### config.mk
export PLATFORM = sky130hd
export DESIGN_NAME = bnn_tile_engine
export DESIGN_NICKNAME = d
export VERILOG_FILES = /design/src/rtl/bnn_tile_engine.sv
export SDC_FILE = /design/constraint.sdc
export NUM_CORES = 1
export LEC_CHECK = 0
export ABC_CLOCK_PERIOD_IN_PS = 5900
export CORE_ASPECT_RATIO = 1.5
export CORE_MARGIN = 4
export CORE_UTILIZATION = 45
export CTS_BUF_LIST = sky130_fd_sc_hd__clkbuf_16
export CTS_CLUSTER_SIZE = 20
export DETAILED_ROUTE_END_ITERATION = 16
export PLACE_DENSITY = 0.66
export SETUP_SLACK_MARGIN = 0.2
export SYNTH_ARGS = -nofsm -noshare
export SYNTH_HDL_FRONTEND = slang
export SYNTH_SLANG_ARGS = --single-unit
### constraint.sdc
create_clock -name clk -period 5.9 [get_ports clk]
set_input_delay 1.18 -clock clk [delete_from_list [all_inputs] [get_ports clk]]
set_output_delay 1.18 -clock clk [all_outputs]
set_load 0.02 [all_outputs]
### src/rtl/bnn_tile_engine.sv
// bnn_tile_engine: binary-NN tile datapath. Streams packed activation words
// and per-lane weight rows through LANES saturating XNOR-popcount accumulators,
// then serially scales (>>> alpha+beta), hard-tanh clips and binarises each
// lane into one packed output word.
// Optional feature macro: BNN_ADAPTIVE_BETA_EN -- builds the |c| magnitude sum
// and the leading-one detector that derives beta from the previous tile.

// One output neuron: XNOR-popcount of a beat, accumulated with saturation.
module bnn_lane #(
  parameter int ACT_W = 16,
  parameter int ACC_W = 11
) (
  input  logic             clk,
  input  logic             rst_n,
  input  logic             clr,
  input  logic             en,
  input  logic [ACT_W-1:0] act,
  input  logic [ACT_W-1:0] wgt,
  output logic [ACC_W-1:0] acc
);
  localparam int PW = $clog2(ACT_W + 1);
  // wide enough to hold acc + delta without wrapping before the clamp
  localparam int SW = ((ACC_W > PW + 1) ? ACC_W : PW + 1) + 2;
  localparam logic signed [SW-1:0] MAXV = SW'((1 <<< (ACC_W - 1)) - 1);
  localparam logic signed [SW-1:0] MINV = SW'(-(1 <<< (ACC_W - 1)));

  logic [PW-1:0]        pc;
  logic signed [SW-1:0] delta;
  logic signed [SW-1:0] nxt;

  // popcount of matching bits, mapped to a +/-1 dot product and added to acc
  always_comb begin
    pc = '0;
    for (int b = 0; b < ACT_W; b++) pc = pc + PW'(~(act[b] ^ wgt[b]));
    delta = $signed(SW'({pc, 1'b0})) - $signed(SW'(ACT_W));
    nxt   = SW'($signed(acc)) + delta;
  end

  // accumulator: cleared at tile start, clamps instead of wrapping
  always_ff @(posedge clk or negedge rst_n) begin
    if (!rst_n)           acc <= '0;
    else if (clr)         acc <= '0;
    else if (en) begin
      if (nxt > MAXV)      acc <= MAXV[ACC_W-1:0];
      else if (nxt < MINV) acc <= MINV[ACC_W-1:0];
      else                 acc <= nxt[ACC_W-1:0];
    end
  end
endmodule

module bnn_tile_engine #(
  parameter int LANES = 16,
  parameter int ACT_W = 16,
  parameter int ACC_W = 11,
  parameter int CLIP  = 127,
  parameter int SUM_W = 18
) (
  input  logic                   clk,
  input  logic                   rst_n,
  input  logic                   start,
  input  logic [7:0]             num_words,
  input  logic [2:0]             alpha,
  input  logic [2:0]             beta_cfg,
  input  logic                   beta_adapt,
  input  logic [3:0]             sum_shift,
  input  logic                   in_valid,
  output logic                   in_ready,
  input  logic [ACT_W-1:0]       act_in,
  input  logic [LANES*ACT_W-1:0] wgt_in,
  output logic                   out_valid,
  input  logic                   out_ready,
  output logic [LANES-1:0]       out_bits,
  output logic                   busy,
  output logic [2:0]             beta_out
);
  localparam int KW = (LANES > 1) ? $clog2(LANES) : 1;
  localparam logic [KW-1:0] K_LAST = KW'(LANES - 1);
  localparam logic signed [ACC_W-1:0] CLIP_P = ACC_W'(CLIP);

  typedef enum logic [1:0] {S_IDLE, S_ACCUM, S_POST, S_OUT} state_t;

  // per-tile configuration captured when start is accepted
  typedef struct packed {
    logic [7:0] nw;
    logic [2:0] alp;
    logic [2:0] bet;
  } tile_cfg_t;

  state_t    state_q, state_d;
  tile_cfg_t cfg_q;
  logic [7:0]    cnt_q;
  logic [KW-1:0] k_q;
  logic [2:0]    beta_sel;

  logic start_acc, beat, last_beat;
  logic [LANES-1:0][ACC_W-1:0] acc;

  logic signed [ACC_W-1:0] acc_k, s, c;
  logic [3:0]              sh;

  assign start_acc = (state_q == S_IDLE) && start;
  assign beat      = (state_q == S_ACCUM) && in_valid;
  assign last_beat = beat && (cnt_q == cfg_q.nw - 8'd1);
  assign beta_out  = cfg_q.bet;

  for (genvar i = 0; i < LANES; i++) begin : g_lane
    bnn_lane #(.ACT_W(ACT_W), .ACC_W(ACC_W)) u_lane (
      .clk   (clk),
      .rst_n (rst_n),
      .clr   (start_acc),
      .en    (beat),
      .act   (act_in),
      .wgt   (wgt_in[i*ACT_W +: ACT_W]),
      .acc   (acc[i])
    );
  end

  // tile FSM state register
  always_ff @(posedge clk or negedge rst_n) begin
    if (!rst_n) state_q <= S_IDLE;
    else        state_q <= state_d;
  end

  // tile FSM next state; a zero-length tile skips straight to post-processing
  always_comb begin
    state_d = state_q;
    case (state_q)
      S_IDLE:  if (start) state_d = (num_words == 8'd0) ? S_POST : S_ACCUM;
      S_ACCUM: if (last_beat) state_d = S_POST;
      S_POST:  if (k_q == K_LAST) state_d = S_OUT;
      S_OUT:   if (out_ready) state_d = S_IDLE;
      default: state_d = S_IDLE;
    endcase
  end

  // tile FSM outputs, decoded from state only
  always_comb begin
    in_ready  = (state_q == S_ACCUM);
    out_valid = (state_q == S_OUT);
    busy      = (state_q != S_IDLE);
  end

  // lane k post-processing: scale, hard-tanh clip
  always_comb begin
    sh    = 4'(cfg_q.alp) + 4'(cfg_q.bet);
    acc_k = acc[k_q];
    s     = acc_k >>> sh;
    if (s > CLIP_P)       c = CLIP_P;
    else if (s < -CLIP_P) c = -CLIP_P;
    else                  c = s;
  end

  // config latch, beat counter, lane walker and output word
  always_ff @(posedge clk or negedge rst_n) begin
    if (!rst_n) begin
      cfg_q    <= '0;
      cnt_q    <= '0;
      k_q      <= '0;
      out_bits <= '0;
    end else begin
      if (start_acc) begin
        cfg_q <= '{nw: num_words, alp: alpha, bet: beta_sel};
        cnt_q <= '0;
        k_q   <= '0;
      end
      if (beat) cnt_q <= cnt_q + 8'd1;
      if (state_q == S_POST) begin
        out_bits[k_q] <= c[ACC_W-1];
        k_q           <= k_q + KW'(1);
      end
    end
  end

`ifdef BNN_ADAPTIVE_BETA_EN
  logic [SUM_W-1:0] sum_q;
  logic [SUM_W:0]   sum_add;
  logic [ACC_W-1:0] abs_c;
  logic [SUM_W+6:0] sum_win;
  logic [6:0]       w;
  logic [2:0]       beta_lod;

  // magnitude accumulation and leading-one beta: a larger previous-tile
  // magnitude in the window gives a smaller shift
  always_comb begin
    abs_c   = c[ACC_W-1] ? -c : c;
    sum_add = {1'b0, sum_q} + (SUM_W+1)'(abs_c);
    sum_win = {7'b0, sum_q} >> sum_shift;
    w       = sum_win[6:0];
    beta_lod = 3'd7;
    for (int b = 1; b < 7; b++) if (w[b]) beta_lod = 3'(7 - b);
    beta_sel = beta_adapt ? beta_lod : beta_cfg;
  end

  // sum of |c| over the tile; cleared as the next tile reads it
  always_ff @(posedge clk or negedge rst_n) begin
    if (!rst_n)                 sum_q <= '0;
    else if (start_acc)         sum_q <= '0;
    else if (state_q == S_POST) sum_q <= sum_add[SUM_W] ? '1 : sum_add[SUM_W-1:0];
  end
`else
  logic unused_adapt;
  assign beta_sel     = beta_cfg;
  assign unused_adapt = ^{beta_adapt, sum_shift, c};
`endif
endmodule

==> results.md <==
- Status: finished, violations left
- Failing checks: negative setup slack
- Sequential cell area fraction in the yosys report: between 10% and 20%
- Synthesis warning total: 0
- DR vias: around 29000
- Placed Cells incl. Taps: roughly 4700
- Global-route wire length before repair: about 160 mm
- DPL Wire Length: 73.45 mm
- Initial Utilization: between 40% and 50%
- Synthesized-area fraction occupied by adder cells: 21.55%
- Storage cell area: around 5000 sq um
- Top cell type's share of synthesized area: between 10% and 20%
- Least-Margin Pin Slew: roughly 1.3 ns
- Die Area: 64800 sq um
- Timing-limited maximum frequency: 0.1468 GHz
- WL/cell: 20.76 um
- Final weighted congestion in routability-driven placement: around 0.95
- Area Growth Syn to Fin: 54.51%
- DRT Wirelength: 103.1 mm
- Vias/cell: 5.834
- Rel. slew slack: between 10% and 20%
- Worst Skew: approximately 0.016 ns
- Mean Syn Cell Area: roughly 8.3 sq um
- Top cells by area, synth: dfrtp_1 18%, fa_1 13%, ha_1 7.8%, xnor2_1 6.8%, xor2_1 5.4%
- Top_reg_cell synth: dfrtp_1
- FP Rows: between 100 and 150
- Non-filler instance count after layout: just under 5000
- Fraction of layout cells with a size suffix above 1: a little under two fifths
- Flops & latches, synth: 201
- Vias in the first global route: slightly above 30000
- Inserted Clock Buffers: 23
- EDFF count, synth: 0
- Chip width: 209.2 um
- Fin crit share: 115.5%
- Core area: between 60000 and 70000 sq um
- Max Slew Vio Count: 0
- Port Buf Inserts: 309
- Most frequent cells after synthesis: 295 x nand2_1, 250 x inv_1, 213 x xnor2_1
- Maxcap violations: 0
- Critical path type: input port to flip-flop
- Initial antenna violation count: 3
- Number of detailed-route iterations in the first pass: 8
- Synth Area in Compound Gates: between 20% and 30%
- WP data required: ~6.4 ns
- Cells after Synth: 3288
- Synth Area in XOR/XNOR: 12.36%
- Largest fanout on the critical path: 6
- Clock Pin Slew Worst Setup and Hold Paths: approximately 0.060 ns
- Top cell type by total area after synthesis: dfrtp_1
- Fillers: 4398
- Remaining global-route overflow: 0
- Main combinational cell family by area after synthesis: compound AO/OA/AOI/OAI gates
- CTS tree: done
- Top Ports: between 300 and 400
- RSZ-0062 raised after global routing: true
- GRT Overall Usage: about 30%
- Asr flop ratio synth: between 90% and 100%
- Final worst setup slack: -0.9116 ns
- DR DRC count: 0
- Longest Clk Path Bufs: 3
- CTS Hold Bufs: 0
- # nets final: a little under 5000
- Root Driver: clkbuf_16
- Largest net degree at the start of global routing: about 120
- Hold Path Class: flip-flop to flip-flop
- CP Launch Type: input port
- Area occupied by multi-input gates: 24600 sq um
- Vert. Die Dim: about 310 um
- Clk sink count: ~200
- CP arrival: roughly 7.3 ns
- Top-count cell post-synth: nand2_1
- Mux share of post-synthesis cell area: about 2.7%
- Final setup fails: 160
- Worst setup EP type: flip-flop
- H-Tree Depth: 1
- Final min period: between 6 and 7 ns
- Cell Area, Synth: around 27000 sq um
- Remaining antenna violation count: 0
- Yosys cell types: about 110
- Clock Latency Late Sink: approximately 0.56 ns
- Simple-gate share of the synthesized area: roughly 17%
- Hold Vio Cnt, Final: 0
- Initial DRC count: 1817
- Synthesized net count: 3931
-- through the flow --
stage               cell area, sq um  setup TNS [ns]  hold slack (ns)  setup WS [ns]  utilization [%]
floorplan                      28670         -139.15           0.4453         -1.332                -
detailed placement             35830         -270.30           0.4686         -1.946            59.58
global placement               35830         -250.62           0.4562         -1.826            59.58
CTS                            40110          -98.38           0.4910        -0.9102            66.68
finish                         42210         -103.73           0.4861        -0.9116            70.19
global route                   42210         -131.85           0.5163         -1.068            70.19
-- final timing paths --
path,from,endpoint,slack [ns],cells past startpoint
worst max-delay path,act_in[3],g_lane[10].u_lane.acc[6],-0.91,27
worst min-delay path,g_lane[15].u_lane.acc[1],g_lane[15].u_lane.acc[1],0.49,2
worst max register to register,g_lane[10].u_lane.acc[2],g_lane[10].u_lane.acc[6],2.65,11
worst min register to register,g_lane[15].u_lane.acc[1],g_lane[15].u_lane.acc[1],0.49,2
max in group asynchronous,rst_n,cnt_q[7],3.98,2
min in group asynchronous,rst_n,g_lane[7].u_lane.acc[1],0.71,1
-- placed cells by master, fill, tap and decap left out, types with 39 or more instances in the layout --
cell type / synthesis / final
nor2_1: 196 / 179
a21o_1: 98 / 97
xor2_2: 0 / 39
buf_4: 4 / 598
o211ai_1: 59 / 59
ha_1: 171 / 119
buf_6: 0 / 127
o21ai_0: 171 / 99
ha_4: 0 / 39
xnor2_1: 213 / 133
nor3_1: 68 / 58
a21oi_2: 10 / 66
dlygate4sd2_1: 0 / 79
fa_2: 0 / 51
dfrtp_1: 201 / 201
clkdlybuf4s50_1: 0 / 197
nand3_1: 128 / 84
inv_1: 250 / 194
xnor2_2: 3 / 64
a21oi_1: 179 / 104
xor2_1: 167 / 124
o21ai_2: 0 / 43
nand2_1: 295 / 260
fa_1: 176 / 125
inv_2: 2 / 58
-- kinds of logic after synthesis --
group	Yosys count
adder cells (fa/ha/maj)	369
AO/OA/AOI/OAI	863
AND/OR/NAND/NOR	933
XOR/XNOR	383
flip-flops	201
buffers and inverters	477
multiplexers	62
-- flip-flops by register name, summed over array words and instances, names as in the netlist --
register	cells
k_q	4
cnt_q	8
state_q	2
beta_out	3
g_lane.u_lane.acc	160
cfg_q	8
out_bits	16
-- metal layers --
layer	routed length, um	GRT usage (%)
met3	5451	3.035
met2	53820	56.44
met1	38160	33.34
met4	5684	14.33
met5	13	0
-- area by class of cell --
| cell class | count | share of cell area, % |
|---|---|---|
| Multi-Input combinational cell | 2612 | 58.28 |
| Timing Repair Buffer | 1077 | 23.27 |
| Sequential cell | 201 | 11.91 |
| Tap cell | 784 | 2.324 |
| Inverter | 252 | 2.253 |
| Clock buffer | 23 | 1.363 |
| Clock inverter | 18 | 0.5898 |
| Antenna cell | 1 | 0.005928 |
-- repair_timing --
action / in CTS / in global routing
setup buffers: 128 / 71
setup endpoints to repair: 160 / 160
resized for setup: 638 / 328
pin swaps: 404 / 289
cloned: 11 / 2
-- worst max-delay path, stage by stage --
cell and delay [ns]:
buf_8 0.10, buf_12 0.14, buf_12 0.13, xnor2_2 0.12, fa_1 0.51, inv_2 0.05, fa_1 0.58, fa_2 0.45
fa_2 0.55, inv_2 0.04, ha_4 0.16, fa_2 0.36, a21o_2 0.20, nand2_2 0.09, ha_4 0.20, inv_2 0.06
ha_4 0.21, nand3b_1 0.08, o31a_2 0.13, o221ai_2 0.07, a311o_2 0.35, a32oi_2 0.25, a311oi_2 0.14, or4_4 0.51
and2_4 0.19, maj3_2 0.31, a21oi_2 0.11
Power is not shown: default switching activity piles up to over one toggle a cycle in this logic, so the estimate is an artifact.
